**config.mk**
```make
export PLATFORM = sky130hd
export DESIGN_NAME = simm_controller
export DESIGN_NICKNAME = d
export VERILOG_FILES = /design/src/rtl/simm_controller.sv
export SDC_FILE = /design/constraint.sdc
export NUM_CORES = 1
export LEC_CHECK = 0
export BUFFER_PORTS_ARGS = -buffer_cell sky130_fd_sc_hd__clkbuf_2
export CORE_ASPECT_RATIO = 1.1
export CORE_MARGIN = 5
export CORE_UTILIZATION = 53
export DETAILED_ROUTE_END_ITERATION = 10
export PLACE_DENSITY = 0.82
export RECOVER_POWER = 100
export SLEW_MARGIN = 30
export SYNTH_ARGS = -nofsm -noshare
export SYNTH_HDL_FRONTEND = slang
export SYNTH_SLANG_ARGS = --single-unit
```
**constraint.sdc**
```tcl
create_clock -name clock -period 2.7 [get_ports clock]
set_input_delay 0.405 -clock clock [delete_from_list [all_inputs] [get_ports clock]]
set_output_delay 0.405 -clock clock [all_outputs]
set_load 0.05 [all_outputs]
```
**src/rtl/simm_controller.sv**
```systemverilog
// DRAM controller for the 72-pin SIMM slot: RAS/CAS/WE sequencing, row/column
// multiplexing and CAS-before-RAS refresh. Define SIMM_BANK1_EN to decode addr[24] as bank.
module simm_controller #(
  parameter logic [11:0] REFRESH_INTERVAL   = 12'd300,
  parameter logic [1:0]  PRECHARGE_CYCLES   = 2'd2,
  parameter logic [1:0]  REFRESH_RAS_CYCLES = 2'd3
) (
  input  logic        clock,
  input  logic        reset,
  input  logic        cs,
  input  logic        as,
  input  logic        write,
  input  logic [24:0] addr,
  input  logic        upper_upper,
  input  logic        upper_mid,
  input  logic        lower_mid,
  input  logic        lower_lower,
  output logic        waitstate,
  output logic [3:0]  n_ras0,
  output logic [3:0]  n_ras1,
  output logic [3:0]  n_cas,
  output logic        n_simm_we,
  output logic [11:0] simm_addr
);

  typedef enum logic [2:0] {
    S_IDLE,
    S_ROW,
    S_COL,
    S_CAS,
    S_RF_CAS,
    S_RF_RAS,
    S_PRECHARGE
  } state_e;

  // The IDLE cycle after PRECHARGE also drives RAS high, so PRECHARGE itself
  // occupies one clock fewer than the total precharge time.
  localparam logic [1:0] PRE_LAST = (PRECHARGE_CYCLES > 2'd1) ? PRECHARGE_CYCLES - 2'd2 : 2'd0;
  localparam logic [1:0] RAS_LAST = (REFRESH_RAS_CYCLES > 2'd0) ? REFRESH_RAS_CYCLES - 2'd1 : 2'd0;

`ifdef SIMM_BANK1_EN
  localparam logic BANK1_EN = 1'b1;
  logic       bank;
  logic [1:0] unused_addr_bits;
  assign bank             = addr[24];
  assign unused_addr_bits = addr[1:0];
`else
  localparam logic BANK1_EN = 1'b0;
  logic       bank;
  logic [2:0] unused_addr_bits;
  assign bank             = 1'b0;
  assign unused_addr_bits = {addr[24], addr[1:0]};
`endif

  state_e      state_q, state_d;
  logic [1:0]  cnt_q, cnt_d;
  logic [11:0] rcnt_q, rcnt_d;
  logic        pending_q, pending_d;
  logic        ready_q, ready_d;
  logic [3:0]  ras0_q, ras0_d;
  logic [3:0]  ras1_q, ras1_d;
  logic [3:0]  cas_q, cas_d;
  logic        we_q, we_d;
  logic [11:0] saddr_q, saddr_d;
  logic        wrap;
  logic [3:0]  lanes;

  assign lanes = {upper_upper, upper_mid, lower_mid, lower_lower};
  assign wrap  = (rcnt_q == REFRESH_INTERVAL - 12'd1);

  always_comb begin
    state_d   = state_q;
    cnt_d     = '0;
    rcnt_d    = wrap ? '0 : rcnt_q + 12'd1;
    pending_d = pending_q | wrap;
    ready_d   = 1'b0;
    ras0_d    = '1;
    ras1_d    = '1;
    cas_d     = '1;
    we_d      = 1'b1;
    saddr_d   = saddr_q;

    case (state_q)
      S_IDLE: begin
        if (pending_q) begin
          state_d   = S_RF_CAS;
          pending_d = wrap;
        end else if (cs && as) begin
          state_d = S_ROW;
        end
      end
      S_ROW: begin
        if (bank) ras1_d = '0;
        else      ras0_d = '0;
        saddr_d = addr[23:12];
        we_d    = ~write;
        state_d = as ? S_COL : S_PRECHARGE;
      end
      S_COL: begin
        ras0_d  = ras0_q;
        ras1_d  = ras1_q;
        we_d    = we_q;
        saddr_d = {2'b00, addr[11:2]};
        state_d = as ? S_CAS : S_PRECHARGE;
      end
      S_CAS: begin
        ras0_d  = ras0_q;
        ras1_d  = ras1_q;
        we_d    = we_q;
        cas_d   = we_q ? 4'h0 : ~lanes;
        ready_d = 1'b1;
        if (!as) state_d = S_PRECHARGE;
      end
      S_RF_CAS: begin
        cas_d   = '0;
        state_d = S_RF_RAS;
      end
      S_RF_RAS: begin
        cas_d  = '0;
        ras0_d = '0;
        ras1_d = BANK1_EN ? 4'h0 : 4'hf;
        if (cnt_q >= RAS_LAST) state_d = S_PRECHARGE;
        else                   cnt_d   = cnt_q + 2'd1;
      end
      S_PRECHARGE: begin
        if (cnt_q >= PRE_LAST) state_d = S_IDLE;
        else                   cnt_d   = cnt_q + 2'd1;
      end
      default: state_d = S_IDLE;
    endcase
  end

  always_ff @(posedge clock or posedge reset) begin
    if (reset) begin
      state_q   <= S_IDLE;
      cnt_q     <= '0;
      rcnt_q    <= '0;
      pending_q <= 1'b0;
      ready_q   <= 1'b0;
      ras0_q    <= '1;
      ras1_q    <= '1;
      cas_q     <= '1;
      we_q      <= 1'b1;
      saddr_q   <= '0;
    end else begin
      state_q   <= state_d;
      cnt_q     <= cnt_d;
      rcnt_q    <= rcnt_d;
      pending_q <= pending_d;
      ready_q   <= ready_d;
      ras0_q    <= ras0_d;
      ras1_q    <= ras1_d;
      cas_q     <= cas_d;
      we_q      <= we_d;
      saddr_q   <= saddr_d;
    end
  end

  assign waitstate = cs & ~ready_q;
  assign n_ras0    = ras0_q;
  assign n_ras1    = ras1_q;
  assign n_cas     = cas_q;
  assign n_simm_we = we_q;
  assign simm_addr = saddr_q;

endmodule

```
; Word-level counts from Yosys, hierarchy flattened
; Cells that the tools add are included.
[totals]
ff_bits = 40
inputBits = 34
output_inout_bits = 26
[op_classes]
n_addsub = 2
n_lt_le_gt_ge = 2
eq_ne = 11
mux = 20
bitwise_logic = 5
reduce_logical = 7
[ops]
columns = cell, n
row1 = $pmux W12 S2, 1
row2 = $mux W3, 7
row3 = $pmux W3 S7, 1
row4 = $pmux W4 S2, 2
row5 = $add A12 B1 Y12 const B, 1
row6 = $eq A12 B9 Y1 const B, 1
row7 = $mux W12, 1
row8 = $eq A3 B3 Y1 const B, 3
row9 = $eq A3 B2 Y1 const B, 2
row10 = $ne A2 B2 Y1 const B, 3
row11 = $reduce_or A2 Y1, 3
row12 = $mux W2, 2
row13 = $mux W4, 1
row14 = $not A4 Y4, 1
row15 = $pmux W2 S2, 1
row16 = $reduce_and A4 Y1, 1
row17 = $eq A3 B1 Y1 const B, 1
row18 = $logic_not A3 Y1, 1
row19 = $mux W1, 3
row20 = $ne A3 B3 Y1 const B, 1
row21 = $add A2 B1 Y2 const B, 1
row22 = $ge A2 B1 Y1 const B, 1
row23 = $ge A2 B2 Y1 const B, 1
row24 = $not A1 Y1, 2
row25 = 5 further kinds, 5

; Logic depth before layout (Yosys ltp)
[depth]
ltp_word = 4
mapped_depth = 5
ltp_nobuf = 4

; Worst setup path before layout
; Ideal clock, no wire load.
[synth_path]
kind = input-to-output
start = in cs
end = out waitstate
arrival_time_ns = 1.112
required_ns = 2.295
path_slack_ns = 1.183
stages = 1
path_buffers = 0
cell_sequence = nor2b_1
[synth_via]
elab_chain_len = 1
[synth_lines]
columns = item, line
row1 = from (decl), 10  ; input logic cs,
row2 = $and A1 B1 Y1, 159  ; assign waitstate = cs & ~ready_q;
row3 = to (decl), 18  ; output logic waitstate,
; Every way passes these cells.

==> metrics.yaml <==
grt_max_degree: 38
synth_ff_type: "dfrtp_1"
ys_top_cells_by_area: "dfrtp_1 45%, dfstp_2 9.1%, a22oi_1 5.2%"
rows: 21
ys_seq_area_share_pct: 53.7
area_growth_syn_to_layout_pct: 13.2
cpPeakStageDelay_ns: 1.34
fin_setup_tns_ns: 0
drive_gt1_share_pct: 21.9
powerDensity_nw_per_um2: 1130
drtIter0Drc: 81
numCtsBuffers: 5
ant_nets: 0
vias: 1333
htree_num_levels: 2
status: "finished, violations left"
fillers: 273
place_area_sq_um: 1960
wirelength_um: 3570
dr.pass1.iters: 4
maxSlewHeadroom_pct: -25.3
finalHoldViolCount: 0
crit_type: "in -> async"
synth_cell_types: 40
fin_crit_sh_pct: 66.4
slowest_stage: "clkbuf_1"
worst_slew_pin_slew_ns: 1.88
die_w_um: 64.6
final_nets: 244
die_h_um: 70.0
max_freq_ghz: 0.558
gp_routability_congestion: 0.863
clockBufferDepth: 2
multi_input_area_sq_um: 684
setup_violations: 0
period_minus_slack_ns: 1.79
initial_core_util_pct: 56.0
vias_per_cell: 5.46
start_kind: "input pin"
cts_sinks: 37
grt_antenna_before_repair: 0
dp_hpwl_um: 2670
cp.required_ns: 2.79
cts_root_buffer: "clkbuf_4"
crit_chain: "clkbuf_2, inv_1, clkbuf_1"
cp_num_buf_inv: 3
seqCellArea_sq_um: 933
syn_avg_cell_area_sq_um: 10.8
core_sq_um: 3100
slew_viol_final: 38
finClkSkew_ns: 0.0109
cts.repair.resized: 0
max-vdd-ir-drop_v: 0.000560
wl_per_cell_um: 14.6
hp-class: "in -> reg"
cts_tree: "built"
grt.total_usage_pct: 16.9
maxCapViolations: 1
ys.warnings.count: 0
cp-end-kind: "asynchronous set/reset pin"
grt_overflow: 0
critPathTopFamily: "buffers and inverters"
holdBufCountCts: 0
grt_pass1_wl_um: 6020
die_area_sq_um: 4520
power.leakage_nw: 0.913
syn_area_sq_um: 1740
yosys.area.top_type: "dfrtp_1"
synth_edf_count: 0
cp_max_fo: 37
fin_area_sq_um: 1970
critical_path_arrival_ns: 1.87
cts_setup_buffers: 0
first_global_vias: 1319
diodes: 0
ioPinCount: 60
synth_seq_cells: 37
drc: 0
syn-instance-count: 161
insertion_delay_ns: 0.33
synth_top_cell_area_share_pct: 44.7
grt_setup_unrepaired: "no"
clk_pin_slew_ns: 0.10
violations: "max-capacitance violations, max-slew violations"
numPortBuffers: 52
async_reset_ff_share_pct: 100
## area by class of cell
class | instances | share of cell area [%]
Sequential cell | 37 | 47.5
Tap cell | 34 | 2.16
Multi-Input combinational cell | 107 | 34.8
Inverter | 5 | 0.955
Timing Repair Buffer | 53 | 12.0
Clock inverter | 1 | 0.255
Clock buffer | 7 | 2.29
## logic make-up (layout without fill, tap and decap cells)
family | Yosys count | count (layout) | share of synthesized area (%)
other | 1 | 4 | 0.216
AND/OR/NAND/NOR | 56 | 56 | 18.5
XOR/XNOR | 8 | 8 | 4.03
buffers and inverters | 20 | 66 | 6.99
flip-flops | 37 | 37 | 53.7
adder cells (fa/ha/maj) | 1 | 1 | 0.720
AO/OA/AOI/OAI | 38 | 38 | 15.8
## state kept, by name, indices dropped and copies added, names as in the netlist
name	cells
cnt_q	2
n_cas	4
n_ras0	1
n_simm_we	1
pending_q	1
rcnt_q	12
ready_q	1
simm_addr	12
state_q	3
## through the flow
step,setup slack (ns),power [mW],utilization [%],cells,hold slack [ns]
after floorplan,1.18,1.81,-,164,0.405
after global placement,1.15,1.97,63.1,236,0.414
after detailed placement,1.12,2.00,63.1,236,0.434
after CTS,1.07,2.27,64.7,244,0.127
after global routing,0.480,2.37,63.4,244,0.276
final,0.909,2.22,63.4,244,0.292
## cells in the mapped netlist, types with 2 or more instances
cell / n
buf_4: 9
nor4b_1: 3
nand2b_1: 2
nor2_1: 20
o32ai_1: 2
a22oi_1: 12
o2bb2ai_1: 10
nor3_1: 2
o21ai_0: 6
xnor2_1: 3
inv_1: 5
dfrtp_1: 31
nor2b_1: 6
a21oi_1: 5
nand3_1: 4
dfstp_2: 6
nand2_1: 5
xor2_1: 5
buf_2: 4
## metal layers
| layer | vias to the layer above | global-route usage (%) | share of wire, % |
|---|---|---|---|
| met2 | 28 | 30.2 | 55 |
| met1 | 640 | 19.0 | 40 |
| li1 | 661 | - | - |
| met4 | 0 | 4.46 | 0.59 |
| met5 | - | 0 | 0 |
| met3 | 4 | 5.61 | 4.4 |
## report_power, final
part / total [mW] / internal (mW) / switching (mW)
clock: 0.264 / 0.101 / 0.162
combinational: 1.06 / 0.258 / 0.802
sequential: 0.895 / 0.734 / 0.161
## final timing paths
path | slack, ns | depth (start not counted) | startpoint | to
setup reg to reg | 1.09 | 3 | state_q[1] | simm_addr[1]
hold reg to reg | 0.47 | 1 | cnt_q[0] | cnt_q[0]
min in group asynchronous | 0.71 | 3 | reset | simm_addr[0]
setup / recovery | 0.91 | 3 | reset | ready_q
max in group clock | 0.91 | 1 | n_ras0[2] | n_ras0[2]
hold / removal | 0.29 | 2 | as | state_q[2]
## placed cells by master, fill, tap and decap left out, types with 2 or more instances in the layout
cell       instances
and4_1             2
nor2_1            20
clkbuf_1          25
nand3_1            4
dfrtp_1           31
a21oi_1            5
nor3_1             2
dfstp_2            6
o32ai_1            2
a22oi_1           12
xor2_1             5
nand2_1            5
nand2b_1           2
nor2b_1            6
o21ai_0            6
inv_1              5
clkbuf_4           5
conb_1             4
o2bb2ai_1         10
xnor2_1            3
nor4_1             2
nor4b_1            3
clkbuf_2          30
Power figures use the tool's default switching activity.
